==> src/rtl/routed_input_port.sv <==
// routed_input_port: XY-routing router input port (header decode, next-hop rewrite, forwarding).
// Optional grant watchdog enabled by defining PORT_GRANT_TIMEOUT_EN.
//
// Ports:
//   clk, reset            clock, async active-low reset
//   fifo_empty, flit_in   input FIFO status and head flit
//   read_fifo             pop the input FIFO
//   request_vector        one-hot request {S,N,W,E,L}
//   grant                 arbiter grant
//   destination_full_vector  downstream full flags, aligned with request_vector
//   flit_out, flit_valid  outgoing flit stream
//   packet_done           pulse on the last flit of a packet
//   err_timeout           sticky grant watchdog flag
module routed_input_port #(
  parameter int FLIT_W        = 4,
  parameter int ADDR_W        = 16,
  parameter int PKT_W         = 32,
  parameter int GRANT_TIMEOUT = 255
) (
  input  logic              clk,
  input  logic              reset,
  input  logic              fifo_empty,
  input  logic [FLIT_W-1:0] flit_in,
  output logic              read_fifo,
  output logic [4:0]        request_vector,
  input  logic              grant,
  input  logic [4:0]        destination_full_vector,
  output logic [FLIT_W-1:0] flit_out,
  output logic              flit_valid,
  output logic              packet_done,
  output logic              err_timeout
);

  localparam int HF = ADDR_W / FLIT_W;
  localparam int PF = PKT_W / FLIT_W;
  localparam int H  = ADDR_W / 2;
  localparam int CW = $clog2(PF + 1);
  localparam int AW = ADDR_W - FLIT_W;

  localparam logic [CW-1:0] C1      = CW'(1);
  localparam logic [CW-1:0] HF_LAST = CW'(HF - 1);
  localparam logic [CW-1:0] PL_LAST = CW'(PF - HF - 1);
  localparam logic [H-1:0]  ONE     = H'(1);

  typedef enum logic [2:0] {
    IDLE, HEADER, ROUTE, SEND_HDR, SEND_PAYLOAD
  } state_t;

  state_t            state_q, state_d;
  logic [AW-1:0]     addr_q, addr_d;
  logic [ADDR_W-1:0] nxt_q, nxt_d;
  logic [4:0]        route_q, route_d;
  logic [CW-1:0]     cnt_q, cnt_d;

  logic              rd, fv, pd;
  logic [FLIT_W-1:0] fo;
  logic              dst_full;
  logic              pop;
  logic [ADDR_W-1:0] hdr;
  logic [H-1:0]      dx, dy;
  logic              dx_z, dy_z;
  logic [4:0]        rt_vec;
  logic [ADDR_W-1:0] rt_nxt;

  // Header as it will look once the current head flit is shifted in.
  assign hdr  = {flit_in, addr_q};
  assign dx   = hdr[H-1:0];
  assign dy   = hdr[ADDR_W-1:H];
  assign dx_z = (dx == '0);
  assign dy_z = (dy == '0);

  always_comb begin
    rt_vec = 5'b00001;
    rt_nxt = hdr;
    unique case (1'b1)
      !dx_z && !dx[H-1]: begin
        rt_vec = 5'b00010;
        rt_nxt = {dy, dx - ONE};
      end
      !dx_z && dx[H-1]: begin
        rt_vec = 5'b00100;
        rt_nxt = {dy, dx + ONE};
      end
      dx_z && !dy_z && !dy[H-1]: begin
        rt_vec = 5'b01000;
        rt_nxt = {dy - ONE, dx};
      end
      dx_z && !dy_z && dy[H-1]: begin
        rt_vec = 5'b10000;
        rt_nxt = {dy + ONE, dx};
      end
      default: begin
        rt_vec = 5'b00001;
        rt_nxt = hdr;
      end
    endcase
  end

  assign request_vector =
    (state_q == ROUTE || state_q == SEND_HDR ||
     state_q == SEND_PAYLOAD) ? route_q : 5'b0;
  assign dst_full = |(request_vector & destination_full_vector);

  // Popping is combinational, so hold it low while reset is asserted.
  assign read_fifo   = rd & reset;
  assign pop         = read_fifo;
  assign flit_valid  = fv;
  assign flit_out    = fo;
  assign packet_done = pd;

  always_ff @(posedge clk or negedge reset) begin
    if (!reset) state_q <= IDLE;
    else        state_q <= state_d;
  end

  always_comb begin
    state_d = state_q;
    unique case (state_q)
      IDLE:
        if (pop) state_d = HEADER;
      HEADER:
        if (pop && cnt_q == HF_LAST) state_d = ROUTE;
      ROUTE:
        if (grant && !dst_full) state_d = SEND_HDR;
      SEND_HDR:
        if (!dst_full && cnt_q == HF_LAST) state_d = SEND_PAYLOAD;
      SEND_PAYLOAD:
        if (pop && cnt_q == PL_LAST) state_d = IDLE;
      default:
        state_d = IDLE;
    endcase
  end

  always_comb begin
    rd = 1'b0;
    fv = 1'b0;
    fo = '0;
    pd = 1'b0;
    unique case (state_q)
      IDLE, HEADER:
        rd = !fifo_empty;
      SEND_HDR: begin
        fv = !dst_full;
        fo = fv ? nxt_q[FLIT_W-1:0] : '0;
      end
      SEND_PAYLOAD: begin
        rd = !fifo_empty && !dst_full;
        fv = rd;
        fo = rd ? flit_in : '0;
        pd = rd && (cnt_q == PL_LAST);
      end
      default: ;
    endcase
  end

  always_comb begin
    addr_d  = addr_q;
    nxt_d   = nxt_q;
    route_d = route_q;
    cnt_d   = cnt_q;
    unique case (state_q)
      IDLE, HEADER:
        if (pop) begin
          addr_d = hdr[ADDR_W-1:FLIT_W];
          cnt_d  = cnt_q + C1;
          if (cnt_q == HF_LAST) begin
            route_d = rt_vec;
            nxt_d   = rt_nxt;
            cnt_d   = '0;
          end
        end
      SEND_HDR:
        if (!dst_full) begin
          nxt_d = nxt_q >> FLIT_W;
          cnt_d = (cnt_q == HF_LAST) ? '0 : cnt_q + C1;
        end
      SEND_PAYLOAD:
        if (pop) begin
          cnt_d = cnt_q + C1;
          if (cnt_q == PL_LAST) begin
            cnt_d   = '0;
            route_d = '0;
          end
        end
      default: ;
    endcase
  end

  always_ff @(posedge clk or negedge reset) begin
    if (!reset) begin
      addr_q  <= '0;
      nxt_q   <= '0;
      route_q <= '0;
      cnt_q   <= '0;
    end else begin
      addr_q  <= addr_d;
      nxt_q   <= nxt_d;
      route_q <= route_d;
      cnt_q   <= cnt_d;
    end
  end

`ifdef PORT_GRANT_TIMEOUT_EN
  localparam int TW = $clog2(GRANT_TIMEOUT + 1);
  localparam logic [TW-1:0] T_LIM = TW'(GRANT_TIMEOUT);

  logic [TW-1:0] tmo_q, tmo_d;
  logic          err_q, err_d;

  // Counts consecutive ROUTE cycles that do not leave ROUTE; saturates.
  always_comb begin
    tmo_d = '0;
    err_d = err_q;
    if (state_q == ROUTE && state_d == ROUTE) begin
      tmo_d = (tmo_q == T_LIM) ? tmo_q : tmo_q + TW'(1);
      if (tmo_d == T_LIM) err_d = 1'b1;
    end
  end

  always_ff @(posedge clk or negedge reset) begin
    if (!reset) begin
      tmo_q <= '0;
      err_q <= 1'b0;
    end else begin
      tmo_q <= tmo_d;
      err_q <= err_d;
    end
  end

  assign err_timeout = err_q;
`else
  assign err_timeout = 1'b0;
`endif

endmodule

==> config.mk <==
export PLATFORM = sky130hd
export DESIGN_NAME = routed_input_port
export DESIGN_NICKNAME = d
export VERILOG_FILES = /design/src/rtl/routed_input_port.sv
export SDC_FILE = /design/constraint.sdc
export NUM_CORES = 1
export LEC_CHECK = 0
export BUFFER_PORTS_ARGS = -buffer_cell sky130_fd_sc_hd__buf_4
export CAP_MARGIN = 25
export CELL_PAD_IN_SITES_DETAIL_PLACEMENT = 0
export CELL_PAD_IN_SITES_GLOBAL_PLACEMENT = 1
export CORE_AREA = 2 2 77 79
export CTS_CLUSTER_SIZE = 30
export DETAILED_ROUTE_END_ITERATION = 7
export DIE_AREA = 0 0 79 81
export MAX_ROUTING_LAYER = met4
export PLACE_DENSITY = 0.87
export SLEW_MARGIN = 5
export SYNTH_ARGS = -nofsm -noshare
export SYNTH_HDL_FRONTEND = slang
export SYNTH_SLANG_ARGS = --single-unit
==> constraint.sdc <==
create_clock -name clk -period 4.55 [get_ports clk]
set_input_delay 0.91 -clock clk [delete_from_list [all_inputs] [get_ports clk]]
set_output_delay 0.91 -clock clk [all_outputs]
set_load 0.005 [all_outputs]
==> impl_metrics.csv <==
group,metric,value,unit
route,viasPerCell,5.85,
sta,hold_viol_final,0,
placed_design,gp_congestion,0.852,
logic_synthesis,seq_area_frac_synth,0.383,
finish,final_design_area_no_fill,3000,sq um
worst_setup_path,cp_data_arrival_time,3.62,ns
logic_synthesis,synth.yosys.warnings,0,
clocking,cts_setup_buffers,0,
power_and_ir_drop,total_leakage_power,1.29,nW
clocking,gates_resized_cts_repair,0,
worst_setup_path,worst-r2r-cell-count,11,
sta,final_period_minus_worst_setup_slack,3.40,ns
finish,layout.cells.non_filler,384,
placed_design,placed_cells,377,
placed_design,post_dp_cell_area,2870,sq um
sta,slew-limit-headroom,0.465,
clocking,path_clk_slew,0.08,ns
logic_synthesis,yosys_top_cell_area_share,0.383,
floorplan,pin_count,26,
worst_setup_path,crit-reg2reg-launch,"addr_q[7]",
route,detailroute.via_count,2247,
sta,rsz0062_at_grt,"no",
worst_setup_path,timing.critical_path.required,4.76,ns
floorplan,fp-row-count,28,
clocking,cts_buffers,5,
floorplan,start_util,0.461,
worst_hold_path,min-delay-path-class,"flop to flop",
logic_synthesis,dominantRegCellSynth,"sky130_fd_sc_hd__dfrtp_1",
power_and_ir_drop,vdd_ir_drop_max,343,uV
logic_synthesis,post_synth_inst_count,286,
global_route,grt_use_total,0.216,
logic_synthesis,postSynthAreaPerCell,9.14,sq um
finish,flow.area_growth_from_synthesis,14.7,%
job,maxCapViolCount,0,
clocking,ctsRootBufferMaster,"sky130_fd_sc_hd__clkbuf_8",
clocking,clk_path_buf_depth,2,
sta,fin_setup_tns,0,ns
route,drt-pass1-iter-count,4,
logic_synthesis,synth_edf_count,0,
route,first_iter_violations,105,
global_route,grt-ovfl-total,0,
logic_synthesis,netlist.top_cell.by_area,"sky130_fd_sc_hd__dfrtp_1",
logic_synthesis,syn-cell-area,2620,sq um
clocking,cts.sink_count,40,
sta,setup_viol,0,
route,ant_nets,0,
sta,timing.final.crit_share,0.748,
worst_setup_path,crit_fanout,9,
logic_synthesis,synth_fp_nets,315,
logic_synthesis,yosys-top-cells-area,"sky130_fd_sc_hd__dfrtp_1, sky130_fd_sc_hd__ha_1, sky130_fd_sc_hd__mux2_2, sky130_fd_sc_hd__o21ai_0, sky130_fd_sc_hd__nor2_1",
logic_synthesis,post_synth_num_cell_types,56,
worst_setup_path,endpoint_type_of_the_worst_setup_path,"flop",
clocking,worstSkewPairLatency,0.30,ns
global_route,number_of_global_route_vias_before_repair,2113,
finish,final_core_util,0.528,
placed_design,detailed_place_hpwl,4590,um
power_and_ir_drop,p_per_area,734,nW/um^2
worst_setup_path,reg2reg_to,"nxt_q[13]",
global_route,grt_first_pass_wirelength,10400,um
worst_setup_path,setup.worst_path.start,"addr_q[7]",
route,detailed_route_wl,6300,um
floorplan,die_area,6400,sq um
worst_setup_path,critPathCapture,"nxt_q[13]",
worst_hold_path,min_from,"nxt_q[8]",
floorplan,die-width,79,um
sta,max_slew.worst_pin.slew,0.800,ns
logic_synthesis,postSynthRegisterBits,40,
worst_setup_path,r2r_setup_slack,1.15,ns
worst_setup_path,setup.worst_path.start_class,"flop",
clocking,holdBufCountCts,0,
global_route,grt_antenna_before_repair,0,
clocking,tritoncts_clock_tree,"built",
sta,report.final.slew_viol_count,0,
finish,antennaDiodeCount,0,
power_and_ir_drop,total_power,0.00220,W
worst_setup_path,worst-setup-path-type,"flop to flop",
finish,filler_cell_count,575,
placed_design,placement.io_buffers,24,
sta,clock_skew,0.0138,ns
route,wl_per_cell,16.4,um
floorplan,core_area,5680,sq um
floorplan,floorplan.die.height,81,um
finish,num-nets-final,338,
route,drc,0,
status,run_status,"completed",
clocking,htreeDepth,2,
finish,ratio_of_cells_with_drive_above_1_in_the_final_layout,0.191,
sta,max_freq,294,MHz
logic_synthesis,async_reset_ff_frac,1.00,
global_route,grt_max_degree,44,
-- logic make-up (layout without fill, tap and decap cells) --
family          count (synthesis)  in the layout  synth area share
compound gates                 85             85             0.209
other cells                     1              1           0.00143
fa+ha+maj                      16             16            0.0823
mux                            16             16            0.0684
buf+inv                        20             43            0.0311
flops                          40             40             0.383
simple gates                  103            103             0.208
xor+xnor                        5              5            0.0167
-- worst min-delay path by stage --
stage                endpoint  slack [ns]  cells past startpoint
floorplan            nxt_q[8]        0.45                      2
global placement     nxt_q[8]        0.47                      2
detailed placement   nxt_q[8]        0.49                      2
CTS                  nxt_q[8]        0.50                      2
global route        nxt_q[12]        0.53                      1
finish               nxt_q[8]        0.50                      2
-- metal layers --
| metal | GRT usage | part of all wire |
|---|---|---|
| met5 | - | 0 |
| met4 | 0.0603 | 0.013 |
| met3 | 0.0400 | 0.044 |
| met2 | 0.352 | 0.47 |
| met1 | 0.280 | 0.48 |
-- worst max-delay path, stage by stage (launching register included) --
cell,delay (ns)
sky130_fd_sc_hd__dfrtp_1,0.43
sky130_fd_sc_hd__inv_1,0.11
sky130_fd_sc_hd__ha_1,0.15
sky130_fd_sc_hd__or4b_4,0.49
sky130_fd_sc_hd__a211oi_2,0.50
sky130_fd_sc_hd__nand2_1,0.30
sky130_fd_sc_hd__ha_1,0.39
sky130_fd_sc_hd__a21oi_1,0.19
sky130_fd_sc_hd__a21boi_0,0.17
sky130_fd_sc_hd__o31ai_1,0.32
sky130_fd_sc_hd__nand3_1,0.11
sky130_fd_sc_hd__o21ai_0,0.16
-- registers in the layout (all words and copies together), names as in the netlist --
signal / flops
nxt_q: 16
addr_q: 12
state_q: 3
cnt_q: 4
route_q: 5
-- through the flow --
step	worst slack (ns)	hold slack [ns]
2_1_floorplan	1.54	0.450
3_3_place_gp	1.09	0.467
3_5_place_dp	1.09	0.487
4_1_cts	1.19	0.503
5_1_grt	0.915	0.527
6_report	1.15	0.502
-- report_power, final --
| part | leakage [nW] | total (W) | internal, W | switching (W) |
|---|---|---|---|---|
| clock network | 0.0642 | 0.000340 | 0.000216 | 0.000124 |
| logic | 0.740 | 0.00121 | 0.000535 | 0.000673 |
| registers | 0.490 | 0.000654 | 0.000511 | 0.000143 |
-- cell usage after synthesis (2+ instances only) --
cell / number
sky130_fd_sc_hd__nor3_1: 6
sky130_fd_sc_hd__o21a_1: 7
sky130_fd_sc_hd__clkbuf_1: 8
sky130_fd_sc_hd__inv_1: 9
sky130_fd_sc_hd__nand2b_1: 3
sky130_fd_sc_hd__a22oi_1: 6
sky130_fd_sc_hd__nor2_1: 29
sky130_fd_sc_hd__dfrtp_1: 40
sky130_fd_sc_hd__o21bai_1: 2
sky130_fd_sc_hd__buf_2: 2
sky130_fd_sc_hd__a32oi_1: 2
sky130_fd_sc_hd__o211ai_1: 2
sky130_fd_sc_hd__nor3b_1: 4
sky130_fd_sc_hd__nand2_1: 23
sky130_fd_sc_hd__nor2b_1: 10
sky130_fd_sc_hd__xnor2_1: 3
sky130_fd_sc_hd__mux2_2: 15
sky130_fd_sc_hd__o21ai_0: 25
sky130_fd_sc_hd__nand3b_1: 3
sky130_fd_sc_hd__a211oi_1: 2
sky130_fd_sc_hd__o31ai_1: 2
sky130_fd_sc_hd__xor2_1: 2
sky130_fd_sc_hd__nor4_1: 2
sky130_fd_sc_hd__a31oi_1: 3
sky130_fd_sc_hd__or3_1: 2
sky130_fd_sc_hd__a21oi_1: 17
sky130_fd_sc_hd__a21o_1: 4
sky130_fd_sc_hd__ha_1: 14
sky130_fd_sc_hd__fa_1: 2
sky130_fd_sc_hd__and2_1: 2
sky130_fd_sc_hd__nand4_1: 3
sky130_fd_sc_hd__nand3_1: 8
-- layout by cell type, fill, tap and decap left out, types with 3 or more instances in the layout --
master	Yosys	final
sky130_fd_sc_hd__nand2b_1	3	3
sky130_fd_sc_hd__clkbuf_8	0	5
sky130_fd_sc_hd__a21o_1	4	4
sky130_fd_sc_hd__mux2_2	15	15
sky130_fd_sc_hd__nand4_1	3	3
sky130_fd_sc_hd__a22oi_1	6	6
sky130_fd_sc_hd__nor2b_1	10	10
sky130_fd_sc_hd__nor2_1	29	29
sky130_fd_sc_hd__o21a_1	7	7
sky130_fd_sc_hd__nor3b_1	4	4
sky130_fd_sc_hd__nand2_1	23	23
sky130_fd_sc_hd__xnor2_1	3	3
sky130_fd_sc_hd__nor3_1	6	6
sky130_fd_sc_hd__buf_4	1	27
sky130_fd_sc_hd__ha_1	14	14
sky130_fd_sc_hd__dfrtp_1	40	40
sky130_fd_sc_hd__nand3b_1	3	3
sky130_fd_sc_hd__nand3_1	8	8
sky130_fd_sc_hd__a21oi_1	17	17
sky130_fd_sc_hd__a31oi_1	3	3
sky130_fd_sc_hd__o21ai_0	25	25
sky130_fd_sc_hd__inv_1	9	9
-- area by class of cell --
cell class | instances | area [sq um] | area share
Tap cell | 75 | 93.8 | 0.0313
Clock inverter | 2 | 60.1 | 0.0200
Timing Repair Buffer | 27 | 203 | 0.0676
Multi-Input combinational cell | 226 | 1540 | 0.513
Sequential cell | 40 | 1000 | 0.334
Clock buffer | 5 | 68.8 | 0.0229
Inverter | 9 | 33.8 | 0.0113
(Power assumes the default switching activity.)
